$ cat src/rtl/fpu_pkg.sv
// Shared definitions for the FPU operation dispatcher: opcodes, FSM states, default widths.
package fpu_pkg;

  localparam int unsigned DW   = 32;
  localparam int unsigned OP_W = 3;

  localparam logic [OP_W-1:0] OP_ADD  = OP_W'(0);
  localparam logic [OP_W-1:0] OP_SUB  = OP_W'(1);
  localparam logic [OP_W-1:0] OP_MUL  = OP_W'(2);
  localparam logic [OP_W-1:0] OP_DIV  = OP_W'(3);
  localparam logic [OP_W-1:0] OP_SQRT = OP_W'(4);

  typedef enum logic [1:0] {
    ST_IDLE  = 2'd0,
    ST_ISSUE = 2'd1,
    ST_WAIT  = 2'd2,
    ST_RESP  = 2'd3
  } state_e;

endpackage

$ cat src/rtl/fpu_op_dispatch_if.sv
// Request/response channels of the FPU dispatcher (valid/ready on both sides).
interface fpu_op_dispatch_if #(
  parameter int unsigned OP_W = fpu_pkg::OP_W,
  parameter int unsigned DW   = fpu_pkg::DW
);

  logic            in_valid;
  logic            in_ready;
  logic [OP_W-1:0] in_op;
  logic [DW-1:0]   in_a;
  logic [DW-1:0]   in_b;
  logic            out_valid;
  logic            out_ready;
  logic [DW-1:0]   out_result;
  logic [OP_W-1:0] out_op;
  logic            out_err;

  modport master (
    output in_valid, in_op, in_a, in_b, out_ready,
    input  in_ready, out_valid, out_result, out_op, out_err
  );

  modport slave (
    input  in_valid, in_op, in_a, in_b, out_ready,
    output in_ready, out_valid, out_result, out_op, out_err
  );

endinterface

$ cat src/rtl/fpu_op_watchdog.sv
// WAIT-state cycle counter; only instanced when FPU_WATCHDOG_EN is defined.
// expired_c fires in the TIMEOUT-th enabled cycle after a clear.
module fpu_op_watchdog #(
  parameter int unsigned TIMEOUT = 64
) (
  input  logic clk,
  input  logic rst,
  input  logic clr,
  input  logic en,
  output logic expired_c
);

  localparam int unsigned CW = (TIMEOUT > 1) ? $clog2(TIMEOUT + 1) : 1;

  logic [CW-1:0] cnt_q, cnt_d;

  // Next count: clear wins, then increment while enabled, saturating at TIMEOUT.
  always_comb begin
    cnt_d = cnt_q;
    if (clr) begin
      cnt_d = '0;
    end else if (en && (cnt_q != CW'(TIMEOUT))) begin
      cnt_d = cnt_q + CW'(1);
    end
  end

  // Counter register.
  always_ff @(posedge clk) begin
    if (rst) begin
      cnt_q <= '0;
    end else begin
      cnt_q <= cnt_d;
    end
  end

  assign expired_c = en && (cnt_q == CW'(TIMEOUT - 1));

endmodule

$ cat src/rtl/fpu_op_dispatch.sv
// FPU operation dispatcher: accepts one request, issues it to one unit via
// one-hot enable/start, waits for that unit's done and returns the result.
// Optional watchdog on the WAIT state: define FPU_WATCHDOG_EN.
module fpu_op_dispatch #(
  parameter int unsigned N_OPS   = 5,
  parameter int unsigned OP_W    = fpu_pkg::OP_W,
  parameter int unsigned DW      = fpu_pkg::DW,
  parameter int unsigned TIMEOUT = 64
) (
  input  logic                clk,
  input  logic                rst,
  fpu_op_dispatch_if.slave    bus,
  output logic [N_OPS-1:0]    unit_en,
  output logic [N_OPS-1:0]    unit_start,
  output logic [DW-1:0]       unit_a,
  output logic [DW-1:0]       unit_b,
  input  logic [N_OPS-1:0]    unit_done,
  input  logic [N_OPS*DW-1:0] unit_result
);

  import fpu_pkg::*;

  state_e          state_q, state_d;
  logic [OP_W-1:0] op_q, op_d;
  logic [DW-1:0]   a_q, a_d;
  logic [DW-1:0]   b_q, b_d;
  logic [DW-1:0]   result_q, result_d;
  logic            err_q, err_d;
  logic            in_ready_q, in_ready_d;
  logic            out_valid_q, out_valid_d;
  logic [N_OPS-1:0] en_q, en_d;
  logic [N_OPS-1:0] start_q, start_d;

  logic             op_legal_c;
  logic [N_OPS-1:0] in_onehot_c;
  logic             done_sel_c;
  logic [DW-1:0]    result_sel_c;
  logic             wd_clr_c;
  logic             wd_en_c;
  logic             wd_expired_c;

  function automatic logic [N_OPS-1:0] op_decode(input logic [OP_W-1:0] op);
    logic [N_OPS-1:0] oh;
    oh = '0;
    for (int unsigned k = 0; k < N_OPS; k++) begin
      oh[k] = (32'(op) == k);
    end
    return oh;
  endfunction

  assign op_legal_c  = (32'(bus.in_op) < N_OPS);
  assign in_onehot_c = op_decode(bus.in_op);

  // While waiting, en_q is the one-hot of the selected unit: use it to pick done and result.
  always_comb begin
    result_sel_c = '0;
    for (int unsigned k = 0; k < N_OPS; k++) begin
      if (en_q[k]) begin
        result_sel_c = result_sel_c | unit_result[k*DW +: DW];
      end
    end
  end

  assign done_sel_c = |(unit_done & en_q);

`ifdef FPU_WATCHDOG_EN
  fpu_op_watchdog #(
    .TIMEOUT (TIMEOUT)
  ) u_watchdog (
    .clk       (clk),
    .rst       (rst),
    .clr       (wd_clr_c),
    .en        (wd_en_c),
    .expired_c (wd_expired_c)
  );
`else
  logic unused_wd_c;
  assign unused_wd_c  = ^{wd_clr_c, wd_en_c, 32'(TIMEOUT)};
  assign wd_expired_c = 1'b0;
`endif

  // Next-state and next-output logic; every output flop gets its next value here.
  always_comb begin
    state_d     = state_q;
    op_d        = op_q;
    a_d         = a_q;
    b_d         = b_q;
    result_d    = result_q;
    err_d       = err_q;
    in_ready_d  = 1'b0;
    out_valid_d = 1'b0;
    en_d        = '0;
    start_d     = '0;
    wd_clr_c    = 1'b0;
    wd_en_c     = 1'b0;

    unique case (state_q)
      ST_IDLE: begin
        if (bus.in_valid) begin
          op_d = bus.in_op;
          a_d  = bus.in_a;
          b_d  = bus.in_b;
          if (op_legal_c) begin
            state_d = ST_ISSUE;
            en_d    = in_onehot_c;
            start_d = in_onehot_c;
          end else begin
            state_d     = ST_RESP;
            err_d       = 1'b1;
            result_d    = '0;
            out_valid_d = 1'b1;
          end
        end else begin
          in_ready_d = 1'b1;
        end
      end
      ST_ISSUE: begin
        state_d  = ST_WAIT;
        en_d     = en_q;
        wd_clr_c = 1'b1;
      end
      ST_WAIT: begin
        wd_en_c = 1'b1;
        if (done_sel_c) begin
          state_d     = ST_RESP;
          result_d    = result_sel_c;
          err_d       = 1'b0;
          out_valid_d = 1'b1;
        end else if (wd_expired_c) begin
          state_d     = ST_RESP;
          result_d    = '0;
          err_d       = 1'b1;
          out_valid_d = 1'b1;
        end else begin
          en_d = en_q;
        end
      end
      ST_RESP: begin
        if (bus.out_ready) begin
          state_d    = ST_IDLE;
          in_ready_d = 1'b1;
        end else begin
          out_valid_d = 1'b1;
        end
      end
      default: begin
        state_d = ST_IDLE;
      end
    endcase
  end

  // State and output registers, synchronous reset.
  always_ff @(posedge clk) begin
    if (rst) begin
      state_q     <= ST_IDLE;
      op_q        <= '0;
      a_q         <= '0;
      b_q         <= '0;
      result_q    <= '0;
      err_q       <= 1'b0;
      in_ready_q  <= 1'b1;
      out_valid_q <= 1'b0;
      en_q        <= '0;
      start_q     <= '0;
    end else begin
      state_q     <= state_d;
      op_q        <= op_d;
      a_q         <= a_d;
      b_q         <= b_d;
      result_q    <= result_d;
      err_q       <= err_d;
      in_ready_q  <= in_ready_d;
      out_valid_q <= out_valid_d;
      en_q        <= en_d;
      start_q     <= start_d;
    end
  end

  assign bus.in_ready   = in_ready_q;
  assign bus.out_valid  = out_valid_q;
  assign bus.out_result = result_q;
  assign bus.out_op     = op_q;
  assign bus.out_err    = err_q;
  assign unit_en        = en_q;
  assign unit_start     = start_q;
  assign unit_a         = a_q;
  assign unit_b         = b_q;

endmodule

$ cat src/flat_wrapper.sv
// flat-port wrapper written by rule: the top's interface ports become plain ports
module fpu_op_dispatch_flat import fpu_pkg::*;
#(
  parameter int unsigned N_OPS   = 5,
  parameter int unsigned OP_W    = fpu_pkg::OP_W,
  parameter int unsigned DW      = fpu_pkg::DW,
  parameter int unsigned TIMEOUT = 64
)
  (clk, rst, unit_en, unit_start, unit_a, unit_b, unit_done, unit_result, bus_in_valid, bus_in_op, bus_in_a, bus_in_b, bus_out_ready, bus_in_ready, bus_out_valid, bus_out_result, bus_out_op, bus_out_err);
  fpu_op_dispatch_if #(.OP_W(OP_W), .DW(DW)) bus_i ();
  input  logic clk;
  input  logic rst;
  output logic [N_OPS-1:0] unit_en;
  output logic [N_OPS-1:0] unit_start;
  output logic [DW-1:0] unit_a;
  output logic [DW-1:0] unit_b;
  input  logic [N_OPS-1:0] unit_done;
  input  logic [N_OPS*DW-1:0] unit_result;
  input wire logic [$bits(bus_i.in_valid)-1:0] bus_in_valid;
  input wire logic [$bits(bus_i.in_op)-1:0] bus_in_op;
  input wire logic [$bits(bus_i.in_a)-1:0] bus_in_a;
  input wire logic [$bits(bus_i.in_b)-1:0] bus_in_b;
  input wire logic [$bits(bus_i.out_ready)-1:0] bus_out_ready;
  output wire logic [$bits(bus_i.in_ready)-1:0] bus_in_ready;
  output wire logic [$bits(bus_i.out_valid)-1:0] bus_out_valid;
  output wire logic [$bits(bus_i.out_result)-1:0] bus_out_result;
  output wire logic [$bits(bus_i.out_op)-1:0] bus_out_op;
  output wire logic [$bits(bus_i.out_err)-1:0] bus_out_err;
  assign bus_i.in_valid = bus_in_valid;
  assign bus_i.in_op = bus_in_op;
  assign bus_i.in_a = bus_in_a;
  assign bus_i.in_b = bus_in_b;
  assign bus_i.out_ready = bus_out_ready;
  assign bus_in_ready = bus_i.in_ready;
  assign bus_out_valid = bus_i.out_valid;
  assign bus_out_result = bus_i.out_result;
  assign bus_out_op = bus_i.out_op;
  assign bus_out_err = bus_i.out_err;
  fpu_op_dispatch #(.N_OPS(N_OPS), .OP_W(OP_W), .DW(DW), .TIMEOUT(TIMEOUT)) u_core (.clk(clk), .rst(rst), .bus(bus_i), .unit_en(unit_en), .unit_start(unit_start), .unit_a(unit_a), .unit_b(unit_b), .unit_done(unit_done), .unit_result(unit_result));
endmodule
$ cat config.mk
export PLATFORM = sky130hd
export DESIGN_NAME = fpu_op_dispatch_flat
export DESIGN_NICKNAME = d
export VERILOG_FILES = /design/src/rtl/fpu_pkg.sv /design/src/rtl/fpu_op_dispatch_if.sv /design/src/rtl/fpu_op_watchdog.sv /design/src/rtl/fpu_op_dispatch.sv /design/src/flat_wrapper.sv
export SDC_FILE = /design/constraint.sdc
export NUM_CORES = 1
export LEC_CHECK = 0
export CAP_MARGIN = 10
export CORE_AREA = 2 2 135 137
export DETAILED_ROUTE_END_ITERATION = 8
export DIE_AREA = 0 0 137 139
export GPL_TIMING_DRIVEN = 0
export PLACE_DENSITY = 0.69
export RECOVER_POWER = 25
export SYNTH_ARGS = -nofsm -noshare
export SYNTH_HDL_FRONTEND = slang
export SYNTH_SLANG_ARGS = --single-unit
$ cat constraint.sdc
create_clock -name clk -period 2.25 [get_ports clk]
set_clock_uncertainty 0.1 [all_clocks]
set_input_delay 0.3375 -clock clk [delete_from_list [all_inputs] [get_ports clk]]
set_output_delay 0.3375 -clock clk [all_outputs]
set_load 0.02 [all_outputs]
==> metrics.log, run 1 <==
INFO  metric die_width = roughly 140 um
INFO  metric totalWireLength = between 20000 and 25000 um
INFO  metric number_of_antenna_violations_at_the_first_check_in_global_routing = 0
INFO  metric grt-ovfl-total = 0
INFO  metric place_congestion = 0.815
INFO  metric die_area = 19000 sq um
INFO  metric worstPathCellList = clkbuf_1, clkbuf_1, a222oi_1, a21oi_1, mux2_4
INFO  metric cts_tree = done
INFO  metric synth-compound-area-share = 0.226
INFO  metric slowest_cell_on_the_critical_path = a222oi_1
INFO  metric multi_input_comb_area = ~2600 sq um
INFO  metric grt_setup_unrepaired = no
INFO  metric crit_path_start_kind = flop
INFO  metric post_synth_fa_ha_maj_area_fraction = 0.0145
INFO  metric synth_top_family_by_area = compound AO/OA/AOI/OAI gates
INFO  metric synthCells = just under 600
INFO  metric worst_slew_pin_slew = 783 ps
INFO  metric clock.fmax = 0.476 GHz
INFO  metric postSynthAreaPerCell = between 8 and 9 sq um
INFO  metric critPathMostFrequentCell = clkbuf_1
INFO  metric gr-usage-all-layers = 0.218
INFO  metric finish.cell_count_without_fillers = between 1000 and 1500
INFO  metric grt_start_max_net_pins = 17
INFO  metric synth_edf_count = 0
INFO  metric synth-main-ff-cell = dfxtp_1
INFO  metric io_pins = 348
INFO  metric cpLargestDelayFamily = compound AO/OA/AOI/OAI gates
INFO  metric post-layout-total-power = around 8000 uW
INFO  metric die_h = around 140 um
INFO  metric synth.area.top_cells = dfxtp_1 44%, nand2_1 9.8%, a21oi_1 9.7%
INFO  metric cts_hold_buffers = 0
INFO  metric path_class = reg -> reg
INFO  metric clk_latency = 410 ps
INFO  metric clock_tree.htree_level_count = 4
INFO  metric final_layout_size_suffix_gt1_frac = 0.0976
INFO  metric drt.antenna.violating_nets = 0
INFO  metric synth.lib_cells_used.distinct = 37
INFO  metric synth_top_area_cell = dfxtp_1
INFO  metric area_growth = 85.4%
INFO  metric status = completed
INFO  metric power_leakage = 0.00372 uW
INFO  metric rows = 49
INFO  metric xor_xnor_portion_of_the_synthesized_cell_area = 0
INFO  metric vias = 5803
INFO  metric setup_viol = 0
INFO  metric detail_route.iter0.violations = about 360
INFO  metric cp.required = approximately 2400 ps
INFO  metric crit_fanout = 10
INFO  metric drt-pass1-iter-count = 7
INFO  metric maxCapViolCount = 0
INFO  metric yosysMostFrequentCell = nand2_1
INFO  metric placement.io_buffers = about 350
INFO  metric clock-sinks = between 100 and 150
INFO  metric pwr_density_cell = about 830 nW/um^2
INFO  metric synth_largest_type_area_fraction = 0.440
INFO  metric post_synthesis_sequential_element_count = between 100 and 150
INFO  metric synth_common_cells = 135 x nand2_1, 114 x dfxtp_1, 101 x a21oi_1, 42 x clkbuf_1, 39 x nor2b_1
INFO  metric antenna_cells_inserted = 0
INFO  metric drcViolationCount = 0
INFO  metric clk_root_buffer_cell = clkbuf_16
INFO  metric synth_area = slightly above 5000 sq um
INFO  metric fraction_of_synthesized_area_in_multiplexers = 0.103
INFO  metric vias_in_the_first_global_route = roughly 5700
INFO  metric report.final.hold_viol_count = 0
INFO  metric synthesis.nets = about 820
INFO  metric tritoncts.num_buffers = 17
INFO  metric fp.coreArea = roughly 18000 sq um
INFO  metric maximum_single_stage_delay_on_the_critical_path = about 550 ps
INFO  metric layout_min_cycle_time = approximately 2100 ps
INFO  metric synth_seq_area_share = 0.440
INFO  metric hpwlAfterDp = between 15000 and 20000 um
INFO  metric worstSetupEndpointType = flop
INFO  metric dpl.cell_count = around 1200
INFO  metric final_max_slew_viol_count = 0
INFO  metric floorplan.initialDensity = 0.294
INFO  metric area.sequential = 2280 sq um
INFO  metric peakVddDrop = 0.640 mV
INFO  metric yosysWarnings = 0
INFO  metric number_of_vias_per_cell_after_detailed_routing = ~4.9
INFO  metric grt_first_pass_wirelength = 31700 um
INFO  metric critical_path_buf_inv_count = 2
INFO  metric ratio_of_final_minimum_period_to_clock_period = 0.934
INFO  metric post_synth_and_or_nand_nor_area_fraction = 0.161
INFO  metric hold_path.class = reg -> reg
INFO  metric cts.reportedPaths.clkPinSlew = around 60 ps
INFO  metric async_set_or_reset_register_ratio_after_synthesis = 0
INFO  metric cts.path.max_buffers = 2
INFO  metric post_drt_wl_per_cell = 17.9 um
INFO  metric slew_headroom = 0.478
INFO  metric finalNetCount = between 1000 and 1500
INFO  metric worst_ep_arrival_time = approximately 2300 ps
INFO  metric filler_cell_count = around 1600
logic make-up after synthesis:
family,count (synthesis)
AND/OR/NAND/NOR,187
AO/OA/AOI/OAI,178
flip-flops,114
buffers and inverters,59
multiplexers,38
adder cells (fa/ha/maj),6
cells in the final DEF, fill, tap and decap left out, types with 2 or more instances in the layout:
| cell type | instances |
|---|---|
| dfxtp_1 | 114 |
| a222oi_1 | 33 |
| clkbuf_2 | 14 |
| a21oi_1 | 101 |
| clkbuf_1 | 29 |
| buf_1 | 3 |
| buf_6 | 2 |
| nand2b_1 | 3 |
| clkinv_2 | 2 |
| a211oi_1 | 2 |
| dlygate4sd3_1 | 55 |
| buf_4 | 2 |
| a22oi_1 | 32 |
| clkinvlp_4 | 2 |
| clkinv_4 | 2 |
| clkdlybuf4s50_1 | 292 |
| clkbuf_16 | 17 |
| inv_6 | 2 |
| nand2_1 | 135 |
| buf_2 | 2 |
| buf_12 | 3 |
| clkbuf_8 | 4 |
| bufinv_16 | 3 |
| ha_1 | 6 |
| nor2b_1 | 39 |
| inv_1 | 6 |
| mux2_4 | 29 |
| mux2_2 | 8 |
layout make-up:
type,count,share of cell area
plain buffers,53,0.0294
clock buffers,21,0.0499
clock inverters,11,0.0156
inverters,6,0.00234
multi-input cells,409,0.274
flip-flops and latches,114,0.237
well taps,229,0.0298
repair buffers,349,0.362
worst reg2reg max path, delay by kind of cell (launching register included):
kind                   cells  cell delay (ps)
AO/OA/AOI/OAI              2              690
buffers and inverters      2              610
flip-flops                 1              300
multiplexers               1              290
repair_timing:
action | in CTS | in global routing
buffers inserted | 1 | 1
gates cloned | 0 | 0
setup endpoints to repair | 106 | 83
gates resized for setup | 3 | 25
pin swaps | 1 | 1
metrics by stage:
step | TNS (ps) | hold slack, ps | cell area, sq um | util | setup WS [ps]
floorplan | 0 | 322 | 5190 | - | 173
global placement | -47370 | 340 | 8950 | 0.507 | -593
detailed placement | -48850 | 345 | 8950 | 0.507 | -607
CTS | 0 | 352 | 9590 | 0.543 | 3.62
global route | 0 | 363 | 9630 | 0.545 | 6.61
finish | 0 | 348 | 9630 | 0.545 | 148
state kept, by name (all words and copies together), names as in the netlist:
signal,flops
u_core.bus.out_result,32
u_core.bus.in_ready,1
u_core.bus.out_err,1
u_core.bus.out_valid,1
u_core.unit_en,5
u_core.unit_b,32
u_core.unit_a,32
u_core.state_q,2
u_core.unit_start,5
u_core.bus.out_op,3
report_power, final:
group / leakage, uW / internal [uW] / switching, uW / total, uW
registers: 0.000929 / 2300 / 130 / 2430
clock network: 0.000306 / 1870 / 973 / 2840
logic: 0.00248 / 1310 / 1460 / 2770
total: 0.00372 / 5480 / 2560 / 8040
worst paths after layout:
check	from	to	slack (ps)	cells past startpoint
max	u_core.unit_en[1]$_SDFFE_PP0P_	u_core.bus.out_result[8]$_SDFFE_PP0P_	150	5
min reg2reg	u_core.unit_b[1]$_SDFFE_PP0P_	u_core.unit_b[1]$_SDFFE_PP0P_	350	2
max reg2reg	u_core.unit_en[1]$_SDFFE_PP0P_	u_core.bus.out_result[8]$_SDFFE_PP0P_	150	5
min	u_core.unit_b[1]$_SDFFE_PP0P_	u_core.unit_b[1]$_SDFFE_PP0P_	350	2
layer usage:
metal / vias up / track usage / part of all wire
li1: 2830 / - / -
met5: - / 0 / 0
met1: 2701 / 0.252 / 0.39
met4: 0 / 0.0581 / 0.014
met3: 23 / 0.0782 / 0.095
met2: 249 / 0.376 / 0.50
Power figures use the tool's default switching activity.
==> run 2, diff against run 1 <==
HOLD_SLACK_MARGIN = 0.06   (was unset)
==> results of run 2 <==
Same layout as run 1: the final DEF is identical, and so are final timing and power.
